File: config.mk
export PLATFORM = sky130hd
export DESIGN_NAME = time_set_controller_flat
export DESIGN_NICKNAME = d
export VERILOG_FILES = /design/src/rtl/time_set_controller_if.sv /design/src/rtl/time_set_controller.sv /design/src/flat_wrapper.sv
export SDC_FILE = /design/constraint.sdc
export NUM_CORES = 1
export LEC_CHECK = 0
export CAP_MARGIN = 0
export CORE_AREA = 3 3 62 64
export DETAILED_ROUTE_END_ITERATION = 10
export DIE_AREA = 0 0 65 67
export PLACE_DENSITY = 0.52
export SYNTH_ARGS = -nofsm -noshare
export SYNTH_HDL_FRONTEND = slang
export SYNTH_SLANG_ARGS = --single-unit
File: constraint.sdc
create_clock -name Clk_1sec -period 1.8 [get_ports Clk_1sec]
set_input_delay 0.36 -clock Clk_1sec [delete_from_list [all_inputs] [get_ports Clk_1sec]]
set_output_delay 0.36 -clock Clk_1sec [all_outputs]
set_load 0.02 [all_outputs]
File: src/rtl/time_set_controller_if.sv
// rtl/time_set_controller_if.sv - button inputs and clock-control outputs of the watch front end
interface time_set_controller_if;
    logic       btn_mode;
    logic       btn_up;
    logic       btn_down;
    logic       clock_enable;
    logic [1:0] mode;
    logic       min_inc;
    logic       min_dec;
    logic       hour_inc;
    logic       hour_dec;

    modport master (
        output btn_mode, btn_up, btn_down,
        input  clock_enable, mode, min_inc, min_dec, hour_inc, hour_dec
    );

    modport slave (
        input  btn_mode, btn_up, btn_down,
        output clock_enable, mode, min_inc, min_dec, hour_inc, hour_dec
    );
endinterface

File: src/rtl/time_set_controller.sv
// rtl/time_set_controller.sv - RUN/SET_MIN/SET_HOUR mode FSM turning raw buttons into
// Digital_Clock enable and single-cycle adjust pulses, with hold-to-repeat and idle timeout
module time_set_controller #(
    parameter int SYNC_STAGES  = 2,
    parameter int REPEAT_DELAY = 3,
    parameter int TIMEOUT      = 30
) (
    input  logic                 Clk_1sec,
    input  logic                 reset,
    time_set_controller_if.slave bus
);
    localparam logic [1:0] ST_RUN      = 2'b00;
    localparam logic [1:0] ST_SET_MIN  = 2'b01;
    localparam logic [1:0] ST_SET_HOUR = 2'b10;

    localparam int HW = (REPEAT_DELAY < 1) ? 1 : $clog2(REPEAT_DELAY + 1);
    localparam int IW = (TIMEOUT < 2) ? 1 : $clog2(TIMEOUT + 1);
    localparam logic [HW-1:0] HOLD_MAX  = HW'(REPEAT_DELAY);
    localparam logic [IW-1:0] IDLE_LAST = IW'(TIMEOUT - 1);

    localparam int B_MODE = 2;
    localparam int B_UP   = 1;
    localparam int B_DN   = 0;

    // pulse vector order: {min_inc, min_dec, hour_inc, hour_dec}
    localparam logic [3:0] P_MIN_INC  = 4'b1000;
    localparam logic [3:0] P_MIN_DEC  = 4'b0100;
    localparam logic [3:0] P_HOUR_INC = 4'b0010;
    localparam logic [3:0] P_HOUR_DEC = 4'b0001;

    logic [2:0][SYNC_STAGES-1:0] r_sync;
    logic [2:0]                  r_prev;
    logic [1:0]                  r_mode;
    logic                        r_clock_enable;
    logic [3:0]                  r_pulse;
    logic [HW-1:0]               r_hold_up;
    logic [HW-1:0]               r_hold_dn;
    logic [IW-1:0]               r_idle;

    logic [2:0]    w_raw;
    logic [2:0]    w_lvl;
    logic [2:0]    w_rise;
    logic [1:0]    w_mode_nxt;
    logic [3:0]    w_pulse_nxt;
    logic [HW-1:0] w_hold_up_nxt;
    logic [HW-1:0] w_hold_dn_nxt;
    logic [IW-1:0] w_idle_nxt;
    logic          w_fire_up;
    logic          w_fire_dn;
    logic          w_in_set;

    assign w_raw    = {bus.btn_mode, bus.btn_up, bus.btn_down};
    assign w_in_set = (r_mode == ST_SET_MIN) || (r_mode == ST_SET_HOUR);

    always_comb begin
        for (int i = 0; i < 3; i++) begin
            w_lvl[i] = r_sync[i][SYNC_STAGES-1];
        end
    end

    assign w_rise = w_lvl & ~r_prev;

    always_comb begin
        w_mode_nxt    = r_mode;
        w_pulse_nxt   = 4'b0000;
        w_hold_up_nxt = '0;
        w_hold_dn_nxt = '0;
        w_idle_nxt    = '0;
        w_fire_up     = 1'b0;
        w_fire_dn     = 1'b0;

        if (w_rise[B_MODE]) begin
            // a mode press swallows any concurrent up/down activity
            case (r_mode)
                ST_RUN:     w_mode_nxt = ST_SET_MIN;
                ST_SET_MIN: w_mode_nxt = ST_SET_HOUR;
                default:    w_mode_nxt = ST_RUN;
            endcase
        end else if (w_in_set) begin
            if (!(w_lvl[B_UP] && w_lvl[B_DN])) begin
                if (w_lvl[B_UP]) begin
                    w_fire_up     = w_rise[B_UP] || (r_hold_up == HOLD_MAX);
                    w_hold_up_nxt = (r_hold_up == HOLD_MAX) ? r_hold_up : r_hold_up + HW'(1);
                end
                if (w_lvl[B_DN]) begin
                    w_fire_dn     = w_rise[B_DN] || (r_hold_dn == HOLD_MAX);
                    w_hold_dn_nxt = (r_hold_dn == HOLD_MAX) ? r_hold_dn : r_hold_dn + HW'(1);
                end
            end

            if (w_fire_up) begin
                w_pulse_nxt = (r_mode == ST_SET_MIN) ? P_MIN_INC : P_HOUR_INC;
            end else if (w_fire_dn) begin
                w_pulse_nxt = (r_mode == ST_SET_MIN) ? P_MIN_DEC : P_HOUR_DEC;
            end

            if (|w_lvl) begin
                w_idle_nxt = '0;
            end else if (r_idle == IDLE_LAST) begin
                w_mode_nxt = ST_RUN;
                w_idle_nxt = '0;
            end else begin
                w_idle_nxt = r_idle + IW'(1);
            end
        end else begin
            // RUN stays RUN; the unused 11 encoding falls back here as well
            w_mode_nxt = ST_RUN;
        end
    end

    always_ff @(posedge Clk_1sec) begin
        if (reset) begin
            r_sync         <= '0;
            r_prev         <= '0;
            r_mode         <= ST_RUN;
            r_clock_enable <= 1'b1;
            r_pulse        <= 4'b0000;
            r_hold_up      <= '0;
            r_hold_dn      <= '0;
            r_idle         <= '0;
        end else begin
            for (int i = 0; i < 3; i++) begin
                r_sync[i] <= {r_sync[i][SYNC_STAGES-2:0], w_raw[i]};
            end
            r_prev         <= w_lvl;
            r_mode         <= w_mode_nxt;
            r_clock_enable <= (w_mode_nxt == ST_RUN);
            r_pulse        <= w_pulse_nxt;
            r_hold_up      <= w_hold_up_nxt;
            r_hold_dn      <= w_hold_dn_nxt;
            r_idle         <= w_idle_nxt;
        end
    end

    assign bus.mode         = r_mode;
    assign bus.clock_enable = r_clock_enable;
    assign bus.min_inc      = r_pulse[3];
    assign bus.min_dec      = r_pulse[2];
    assign bus.hour_inc     = r_pulse[1];
    assign bus.hour_dec     = r_pulse[0];
endmodule

File: src/flat_wrapper.sv
// flat-port wrapper written by rule: the top's interface ports become plain ports
module time_set_controller_flat 
#(
    parameter int SYNC_STAGES  = 2,
    parameter int REPEAT_DELAY = 3,
    parameter int TIMEOUT      = 30
)
  (Clk_1sec, reset, bus_btn_mode, bus_btn_up, bus_btn_down, bus_clock_enable, bus_mode, bus_min_inc, bus_min_dec, bus_hour_inc, bus_hour_dec);
  time_set_controller_if bus_i ();
  input  logic Clk_1sec;
  input  logic reset;
  input wire logic [$bits(bus_i.btn_mode)-1:0] bus_btn_mode;
  input wire logic [$bits(bus_i.btn_up)-1:0] bus_btn_up;
  input wire logic [$bits(bus_i.btn_down)-1:0] bus_btn_down;
  output wire logic [$bits(bus_i.clock_enable)-1:0] bus_clock_enable;
  output wire logic [$bits(bus_i.mode)-1:0] bus_mode;
  output wire logic [$bits(bus_i.min_inc)-1:0] bus_min_inc;
  output wire logic [$bits(bus_i.min_dec)-1:0] bus_min_dec;
  output wire logic [$bits(bus_i.hour_inc)-1:0] bus_hour_inc;
  output wire logic [$bits(bus_i.hour_dec)-1:0] bus_hour_dec;
  assign bus_i.btn_mode = bus_btn_mode;
  assign bus_i.btn_up = bus_btn_up;
  assign bus_i.btn_down = bus_btn_down;
  assign bus_clock_enable = bus_i.clock_enable;
  assign bus_mode = bus_i.mode;
  assign bus_min_inc = bus_i.min_inc;
  assign bus_min_dec = bus_i.min_dec;
  assign bus_hour_inc = bus_i.hour_inc;
  assign bus_hour_dec = bus_i.hour_dec;
  time_set_controller #(.SYNC_STAGES(SYNC_STAGES), .REPEAT_DELAY(REPEAT_DELAY), .TIMEOUT(TIMEOUT)) u_core (.Clk_1sec(Clk_1sec), .reset(reset), .bus(bus_i));
endmodule
======== Word-level counts from Yosys, hierarchy flattened ========
Index checks and enable logic that the tools add are counted.
cells by class
  add/subtract/negate cells ............... 3
  reduce and logical (&&, ||, !) cells .... 11
  muxes and demuxes ....................... 17
  equality and inequality tests ........... 5
  bitwise logic cells ..................... 5
operators with widths
  cell                                            count
  two-way mux 4 bit                               3
  OR reduction 5 bit                              2
  two-way mux 1 bit                               8
  two-way mux 2 bit                               4
  OR reduction 7 bit                              1
  == test 2 bit (second input constant)           3
  OR reduction 3 bit                              2
  adder 5 x 1 -> 5 bit (second input constant)    1
  == test 5 bit (second input constant)           1
  adder 2 x 1 -> 2 bit (second input constant)    2
  zero test 2 bit                                 2
  one-hot mux 2 bit (2 select lines)              1
  bitwise AND 3 bit                               1
  logical OR 1 bit                                3
  two-way mux 3 bit                               1
  NOT 1 bit                                       3
  NOT 3 bit                                       1
  == test 2 x 1 -> 1 bit (second input constant)  1
  logical AND 1 bit                               1
storage, ports and cells
  input port bits ......................... 5
  flip-flop bits (word level) ............. 25
  output and inout bits ................... 7
  word-level logic and storage cells ...... 51

======== Longest topological paths before layout ========
Gate-level depths: netlist of run 1.
  word-level depth ........................ 9
  gate-level depth with buffers ........... 5

======== Worst setup path before layout of run 1 ========
No wires, ideal clock.
  path type ............................... flip-flop to flip-flop
  start point ............................. register u_core.r_mode[0], in the netlist u_core.bus.mode[0]
  end point ............................... register u_core.r_mode[1], in the netlist u_core.bus.mode[1]
  setup slack ............................. 0.331 ns
  arrival time ............................ 1.351 ns
  cell stages (with the launch flop) ...... 6
  buffers on the path ..................... 0
  library setup time ...................... 0.117 ns
  clock period less this slack ............ 1.469 ns
  path through ............................ dfxtp_1 > inv_1 > ha_1 > nor2b_2 > and2_4 > a32o_1
between the ends
  word-level cells in the longest chain between the ends .. 4
RTL lines
  item                                                            RTL line                                              RTL
  start: declaration                                              time_set_controller.sv:33                             logic [1:0] r_mode;
  start signal: assignment                                        time_set_controller.sv:126                            r_mode <= w_mode_nxt;
  == test 2 x 1 -> 1 bit / == test 2 bit (equally long branches)  time_set_controller.sv:53, time_set_controller.sv:74
  logical OR 1 bit                                                time_set_controller.sv:53                             assign w_in_set = (r_mode == ST_SET_MIN) || (r_mode == ST_SET_HOUR);
  two-way mux 2 bit                                               time_set_controller.sv:79                             end else if (w_in_set) begin
  two-way mux 2 bit *                                             time_set_controller.sv:72                             if (w_rise[B_MODE]) begin
Every way passes the cells marked *; elsewhere a longest branch is shown, timed or not.
A chain may end at the register's enable or synchronous reset.

======== Final worst setup path of run 1 ========
  start point ............................. register u_core.r_mode[0], in the netlist u_core.bus.mode[0]
  end point ............................... output bus_mode[0]
RTL lines
  item              RTL line            RTL
  end: declaration  flat_wrapper.sv:16  output wire logic [$bits(bus_i.mode)-1:0] bus_mode;
No word-level cell between the ends.

==> results of run 1 <==
==> path summary, 6_finish.rpt <==
check / cells past startpoint / slack (ps) / from / end
worst min-delay path: 1 / 450 / u_core.r_sync[0]$_SDFF_PP0_ / u_core.r_sync[1]$_SDFF_PP0_
worst min register to register: 1 / 450 / u_core.r_sync[0]$_SDFF_PP0_ / u_core.r_sync[1]$_SDFF_PP0_
worst max register to register: 5 / 370 / u_core.bus.mode[0]$_SDFF_PP0_ / u_core.r_pulse[2]$_SDFF_PP0_
worst max-delay path: 1 / 120 / u_core.bus.mode[0]$_SDFF_PP0_ / bus_mode[0]
==> cells by family after synthesis <==
group	count (synthesis)	share of synthesized area, %
multiplexers	2	2.16
AO/OA/AOI/OAI	5	4.18
buffers and inverters	4	1.62
flip-flops	25	53.9
adder cells (fa/ha/maj)	6	8.09
AND/OR/NAND/NOR	40	26.3
XOR/XNOR	4	3.77
==> routing by layer <==
metal,vias to the layer above,part of all wire [%]
li1,319,-
met1,272,48
met2,13,47
met3,0,4.9
met4,0,0
met5,-,0
==> area by class of cell <==
class                           instances  share of cell area, %
Sequential cell                        25                   44.3
Timing Repair Buffer                   12                   10.4
Tap cell                               46                   5.09
Inverter                                3                  0.997
Multi-Input combinational cell         57                   36.5
Clock buffer                            3                   1.99
Clock inverter                          1                  0.664
==> sequential cells by signal, indices dropped and copies added, names as in the netlist <==
name / cells
u_core.bus.clock_enable: 1
u_core.r_hold_up: 2
u_core.r_pulse: 4
u_core.r_sync: 6
u_core.r_prev: 3
u_core.bus.mode: 2
u_core.r_hold_dn: 2
u_core.r_idle: 5
==> power groups by stage <==
stage,clock network (mW),registers [mW],logic (mW)
floorplan,0,0.582,0.0224
global placement,0,0.582,0.0416
detailed placement,0,0.582,0.0415
CTS,0.262,0.570,0.0416
global route,0.283,0.571,0.0461
finish,0.245,0.569,0.0406
==> cells in the mapped netlist, types with 2 or more instances <==
master	count	area (um2)
a32o_1	2	20.0
dfxtp_1	25	500
ha_1	6	75.1
inv_1	3	11.3
mux2i_1	2	20.0
nand2_1	3	11.3
nand3_1	2	10.0
nand4b_1	3	26.3
nor2_1	10	37.5
nor2b_1	11	68.8
nor3_1	3	15.0
nor3b_1	2	15.0
xor2_1	3	26.3
==> per-stage QoR <==
step / total power, mW / hold WS (ps) / instance area [um2]
after floorplan: 0.605 / 414 / 928
after global placement: 0.623 / 417 / 1100
after detailed placement: 0.623 / 424 / 1100
after CTS: 0.873 / 457 / 1130
after global routing: 0.901 / 477 / 1130
final: 0.855 / 454 / 1130
==> results_dict.tcl, run 1 <==
set metrics [dict create \
    slew_headroom_pct 85.2 \
    grt.busiest_layer "met2" \
    use_met3_pct 1.69 \
    synth-edff-count 0 \
    pre_cts_ws_ps 270 \
    rsz0062_at_grt "false" \
    yosys_warnings 0 \
    clock_latency_ps 310 \
    dp_cells 143 \
    register_area_um2 500 \
    crit_slowest_cell "clkdlybuf4s50_1" \
    root_buffer "clkbuf_4" \
    finalCritPeriodShare_pct 93.2 \
    grt_pass1_wl_mm 2.44 \
    cts_resized 0 \
    cts_buffers 3 \
    cts_max_level 1 \
    wirelength_mm 1.34 \
    p_sw_uw 184 \
    postSynthCellCount 86 \
    vias_per_cell 4.11 \
    cts_tree "done" \
    path_cells "clkdlybuf4s50_1" \
    peakVddDrop_mv 0.183 \
    hold_viol 0 \
    ys_ff_latch 25 \
    cpPeakStageDelay_ps 620 \
    layout_commonest_cell "dfxtp_1" \
    ctsLongestPathBuffers 2 \
    hold_path_class "register to register" \
    swShare_pct 21.5 \
    p_clk_share_pct 28.7 \
    p_int_uw 671 \
    slew_viol_final 0 \
    cp-start-kind "register" \
    synth-seq-area-share_pct 53.9 \
    syn_area_um2 928 \
    required_ps 1440 \
    cap_violations 0 \
    track_usage_pct 7.23 \
    multi_input_area_um2 413 \
    layout.cells.non_filler 147 \
    combPwrFrac_pct 4.7 \
    status "finished, final reports clean" \
    num_rows 21 \
    synth_flop_cell "dfxtp_1" \
    hold_buffers 0 \
    dr.pass1.iters 4 \
    port_buffers 11 \
    crit_arrival_ps 1320 \
    nets 113 \
    fp.dieArea_um2 4360 \
    critPathTopFamily "buffers and inverters" \
    die_y_um 67 \
    syn_area_per_cell_um2 10.8 \
    power_frac_seq_pct 66.6 \
    grt_use_met2_pct 12.0 \
    postCtsSetupRepairBufs 0 \
    fin_ws_ps 123 \
    antennaDiodeCount 0 \
    fillers 354 \
    start_util_pct 27.8 \
    crit_type "register to primary output" \
    syn-num-nets 97 \
    avgRoutedWirePerCell_um 9.09 \
    fmax_ghz 0.596 \
    tightest_slew_ps 222 \
    drtIter0Drc 27 \
    ios 12 \
    drive_gt1_share_pct 8.91 \
    grt_max_degree 16 \
    pwr_density_cell_nw_per_um2 757 \
    cp_num_buf_inv 1 \
    drt.antenna.violating_nets 0 \
    final_cell_mix "25 x dfxtp_1, 11 x nor2b_1, 11 x clkdlybuf4s50_1, 10 x nor2_1, 6 x ha_1" \
    clk_pin_slew_worst_paths_ps 140 \
    fin_util_pct 33.9 \
    gp_congestion 0.669 \
    setup_tns_ps 0 \
    setup_viol 0 \
    cp_max_fo 4 \
    fin_worst_skew_ps 11.6 \
    die_w_um 65 \
    period_minus_slack_ps 1680 \
    cp-end-kind "primary output" \
    first_global_vias 588 \
    synthToLayoutAreaGrowth_pct 21.7 \
    core_um2 3340 \
    place_hpwl_mm 1.06 \
    overflow 0 \
    synth-async-reset-ratio_pct 0 \
    antenna_found_initial 0 \
    numClockSinks 25 \
    vias 604 \
    drc 0 \
    synth.distinct_cells 24 \
    met1_usage_pct 8.57 \
    p_leak_nw 0.429 \
]
(Power assumes the default switching activity.)
==> run 2: changes to the inputs <==
- CORE_AREA: 3 3 62 64 -> 4 4 63 65
- DIE_AREA: 0 0 65 67 -> 0 0 67 69
==> run 2 against run 1 <==
Compared with the run above: total power down 0.37%; die area up 6.2%; clock power about the same; register-to-register slack worse by 30 ps.
==> results_dict.tcl, run 2 (same netlist as run 1, synthesis figures left out) <==
set metrics [dict create \
    finalCritPeriodShare_pct 93.2 \
    cpPeakStageDelay_ps 620 \
    cts_resized 0 \
    fin_util_pct 33.8 \
    cp_max_fo 4 \
    rsz0062_at_grt "false" \
    tightest_slew_ps 221 \
    cts_max_level 1 \
    cap_violations 0 \
    place_hpwl_mm 1.08 \
    hold_viol 0 \
    drtIter0Drc 9 \
    period_minus_slack_ps 1680 \
    pwr_density_cell_nw_per_um2 756 \
    drive_gt1_share_pct 8.91 \
    setup_tns_ps 0 \
    port_buffers 11 \
    worstHoldStart "u_core.r_sync[2]$_SDFF_PP0_" \
    cts_buffers 3 \
    largest_reg_flops 6 \
    synthToLayoutAreaGrowth_pct 21.4 \
    first_global_vias 640 \
    dr.pass1.iters 2 \
    crit_arrival_ps 1320 \
    final_cell_mix "25 x dfxtp_1, 11 x nor2b_1, 11 x clkdlybuf4s50_1, 10 x nor2_1, 6 x ha_1" \
    slew_viol_final 0 \
    timing.rr.end "u_core.r_pulse[1]$_SDFF_PP0_" \
    fin_worst_skew_ps 1.28 \
    num_rows 21 \
    peakVddDrop_mv 0.188 \
    crit_type "register to primary output" \
    vias 615 \
    p_leak_nw 0.433 \
    gp_congestion 0.668 \
    core_um2 3340 \
    status "finished, final reports clean" \
    ctsLongestPathBuffers 2 \
    top_regs "u_core.r_sync x6, u_core.r_idle x5, u_core.r_pulse x4" \
    reg2reg_depth 5 \
    cp-start-kind "register" \
    drt.antenna.violating_nets 0 \
    vias_per_cell 4.18 \
    wirelength_mm 1.40 \
    grt_pass1_wl_mm 2.48 \
    die_y_um 69 \
    antennaDiodeCount 0 \
    required_ps 1440 \
    postCtsSetupRepairBufs 0 \
    largest-register "u_core.r_sync" \
    start_util_pct 27.8 \
    die_w_um 67 \
    fillers 364 \
    drc 0 \
    fp.dieArea_um2 4620 \
    avgRoutedWirePerCell_um 9.51 \
    placed_cell_area_um2 1100 \
    cp_num_buf_inv 1 \
    slew_headroom_pct 85.2 \
    fin_hold_ws_ps 452 \
    critPathTopFamily "buffers and inverters" \
    track_usage_pct 6.86 \
    fmax_ghz 0.596 \
    holdPathStages 1 \
    numClockSinks 25 \
    antenna_found_initial 0 \
    cts_tree "done" \
    setup_viol 0 \
    grt_max_degree 15 \
    hold_buffers 0 \
    ios 12 \
    postLayoutCellArea_um2 1130 \
    nets 113 \
    regToRegSetupSlack_ps 340 \
    clock_latency_ps 300 \
    layout_commonest_cell "dfxtp_1" \
    hold_path_class "register to register" \
    whs_endpoint "u_core.r_sync[3]$_SDFF_PP0_" \
    clk_pin_slew_worst_paths_ps 130 \
    total_power_uw 852 \
    path_cells "clkdlybuf4s50_1" \
    root_buffer "clkbuf_4" \
    reg2reg_from "u_core.bus.mode[0]$_SDFF_PP0_" \
    overflow 0 \
    crit_slowest_cell "clkdlybuf4s50_1" \
    cp-end-kind "primary output" \
]
-- run 2: cell count changes in the layout (fill, tap and decap cells not counted), sizes merged --
cell      before  now
clkinvlp       1    0
clkinv         0    1
-- run 2: stage by stage --
step	setup slack (ps)	std cells
3_5_place_dp	273	143
3_3_place_gp	308	143
2_1_floorplan	331	86
4_1_cts	96.0	147
5_1_grt	53.0	147
6_report	123	147
-- run 2: power breakdown --
group	total [mW]	internal, mW	leakage (nW)	switching [mW]
clock	0.242	0.0828	0.0177	0.159
sequential	0.569	0.563	0.203	0.00575
combinational	0.0413	0.0233	0.212	0.0181
-- run 2: final cells by class --
| type | instances | area, um2 | share of cell area, % |
|---|---|---|---|
| clock buffers | 3 | 22.5 | 2.00 |
| clock inverters | 1 | 5.00 | 0.444 |
| inverters | 3 | 11.3 | 0.999 |
| multi-input cells | 57 | 413 | 36.6 |
| flip-flops and latches | 25 | 500 | 44.4 |
| well taps | 46 | 57.6 | 5.11 |
| repair buffers | 12 | 118 | 10.4 |
-- run 2: how the worst max path moves through the flow --
stage                             startpoint                             to  slack (ps)  cells after the start
2_1_floorplan  u_core.bus.mode[0]$_SDFF_PP0_  u_core.bus.mode[1]$_SDFF_PP0_         330                      5
3_3_place_gp                           reset   u_core.r_pulse[2]$_SDFF_PP0_         310                      4
3_5_place_dp                           reset   u_core.r_pulse[1]$_SDFF_PP0_         270                      4
4_1_cts        u_core.bus.mode[0]$_SDFF_PP0_                    bus_mode[0]         100                      1
5_1_grt        u_core.bus.mode[0]$_SDFF_PP0_                    bus_mode[0]          50                      1
6_report       u_core.bus.mode[0]$_SDFF_PP0_                    bus_mode[0]         120                      1
-- run 2: metal layers --
metal  up-vias  GRT usage, %  routed length (um)
met1       279          7.75                 671
met4         0          4.05                  21
met3         2          1.62                  64
met5         -             0                   0
li1        321             -                   -
met2        13          11.4                 641
==> variant: new RTL, flow settings as in run 2 <==
`REPEAT_DELAY` is set to 3 in 2 places; all go to 6.
--- a/src/rtl/time_set_controller.sv
+++ b/src/rtl/time_set_controller.sv
@@ -2,7 +2,7 @@
 // Digital_Clock enable and single-cycle adjust pulses, with hold-to-repeat and idle timeout
 module time_set_controller #(
     parameter int SYNC_STAGES  = 2,
-    parameter int REPEAT_DELAY = 3,
+    parameter int REPEAT_DELAY = 6,
     parameter int TIMEOUT      = 30
 ) (
     input  logic                 Clk_1sec,
--- a/src/flat_wrapper.sv
+++ b/src/flat_wrapper.sv
@@ -2,7 +2,7 @@
 module time_set_controller_flat 
 #(
     parameter int SYNC_STAGES  = 2,
-    parameter int REPEAT_DELAY = 3,
+    parameter int REPEAT_DELAY = 6,
     parameter int TIMEOUT      = 30
 )
   (Clk_1sec, reset, bus_btn_mode, bus_btn_up, bus_btn_down, bus_clock_enable, bus_mode, bus_min_inc, bus_min_dec, bus_hour_inc, bus_hour_dec);
Function: changed (Yosys sat finds a counterexample within 10 cycles, from zero or initial values and one cycle with reset high).
==> variant against run 2 <==
  * Sequential cell count is 2 higher
  * Routed wire length is 9.0% higher
  * Synthesized area is 13% higher
  * Power is 8.1% higher
  * Final area is 11% higher
  * Worst hold slack better by 0.0016 ns
  * Worst setup slack worse by 0.032 ns
  * Global-route usage is 0.46 points higher
  * Clock skew is 0.0047 ns higher
==> variant: results (changes against run 2) <==
[outcome]
outcome = completed

[sta]
fmax_mhz = 585  ; -1.9%
fin_skew_ns = 0.00599  ; +0.00471 ns
worstMarginPinSlew_ns = 0.228  ; +0.00775 ns
holdWs_ns = 0.453  ; +0.00156 ns

[power]
ir_worst_vdd_mv = 0.208  ; +10%
power.leakage_uw = 0.000491  ; +14%

[placed_design]
place.gp.congestion = 0.778  ; +16%
dp_hpwl_um = 1160  ; +7.6%
pre_cts_slack_ns = 0.227  ; -0.0456 ns
place_area_sq_um = 1220  ; +11%

[layout]
diodes = 0  ; unchanged
instances_no_fill = 162  ; +10%
nNetsFinal = 130  ; +15%

[critical_path]
cp.arrival_ns = 1.35  ; +0.03 ns
cp_top_family = buffers and inverters
cpPeakStageDelay_ns = 0.62  ; about the same

[route]
drt_iter0_markers = 50  ; +41
via_count = 713  ; +16%
first_pass_iters = 4  ; +2

[synthesis]
avgSynthCellArea_sq_um = 10.4  ; -3.5%
yosysSeqAreaShare = 0.514  ; -0.0254
yosysUniqueCellTypes = 25  ; +4.2%
yosys-top-cells-count = 27 x dfxtp_1, 14 x nor2_1, 8 x ha_1
syn_nets = 114  ; +18%
synth_area_leaders = dfxtp_1 51%, ha_1 9.5%, nor2_1 5.0%

[global_routing]
grt_pass1_vias = 632  ; -1.3%
grt_max_degree = 17  ; +2
track_usage = 0.0732  ; +0.00464

[clock_tree]
cts.reportedPaths.clkPinSlew_ns = 0.15  ; +0.02 ns
clkLatencyLatePin_ns = 0.32  ; +0.02 ns
post_cts_buffers = 0  ; unchanged

[hold_path]
hp-start = u_core.r_prev[0]
holdPathEnd = u_core.r_pulse[2]

variant: where the power goes:
part	internal (uW)	total [uW]	switching (uW)
clock	84.9	264	179
combinational	23.7	42.2	18.5
sequential	608	614	6.65
total	716	921	204
variant: layout make-up:
class / instances / area, sq um
flip-flops and latches: 27 / 541
fillers: 332 / 2080
well taps: 46 / 57.6
repair buffers: 12 / 118
multi-input cells: 67 / 485
inverters: 6 / 22.5
clock inverters: 1 / 7.51
clock buffers: 3 / 22.5
variant: per-layer routing:
| metal | vias up | track usage | share of wire |
|---|---|---|---|
| met4 | 0 | 0.0473 | 0.026 |
| met3 | 4 | 0.0195 | 0.048 |
| li1 | 369 | - | - |
| met2 | 13 | 0.104 | 0.43 |
| met5 | - | 0 | 0 |
| met1 | 327 | 0.0956 | 0.49 |
variant: cell families after synthesis:
kind of cell    count (synthesis)  synth area share
xor+xnor                        4            0.0333
buf+inv                         7            0.0250
fa+ha+maj                       8            0.0951
flops                          27             0.514
simple gates                   44             0.253
compound gates                 11            0.0797
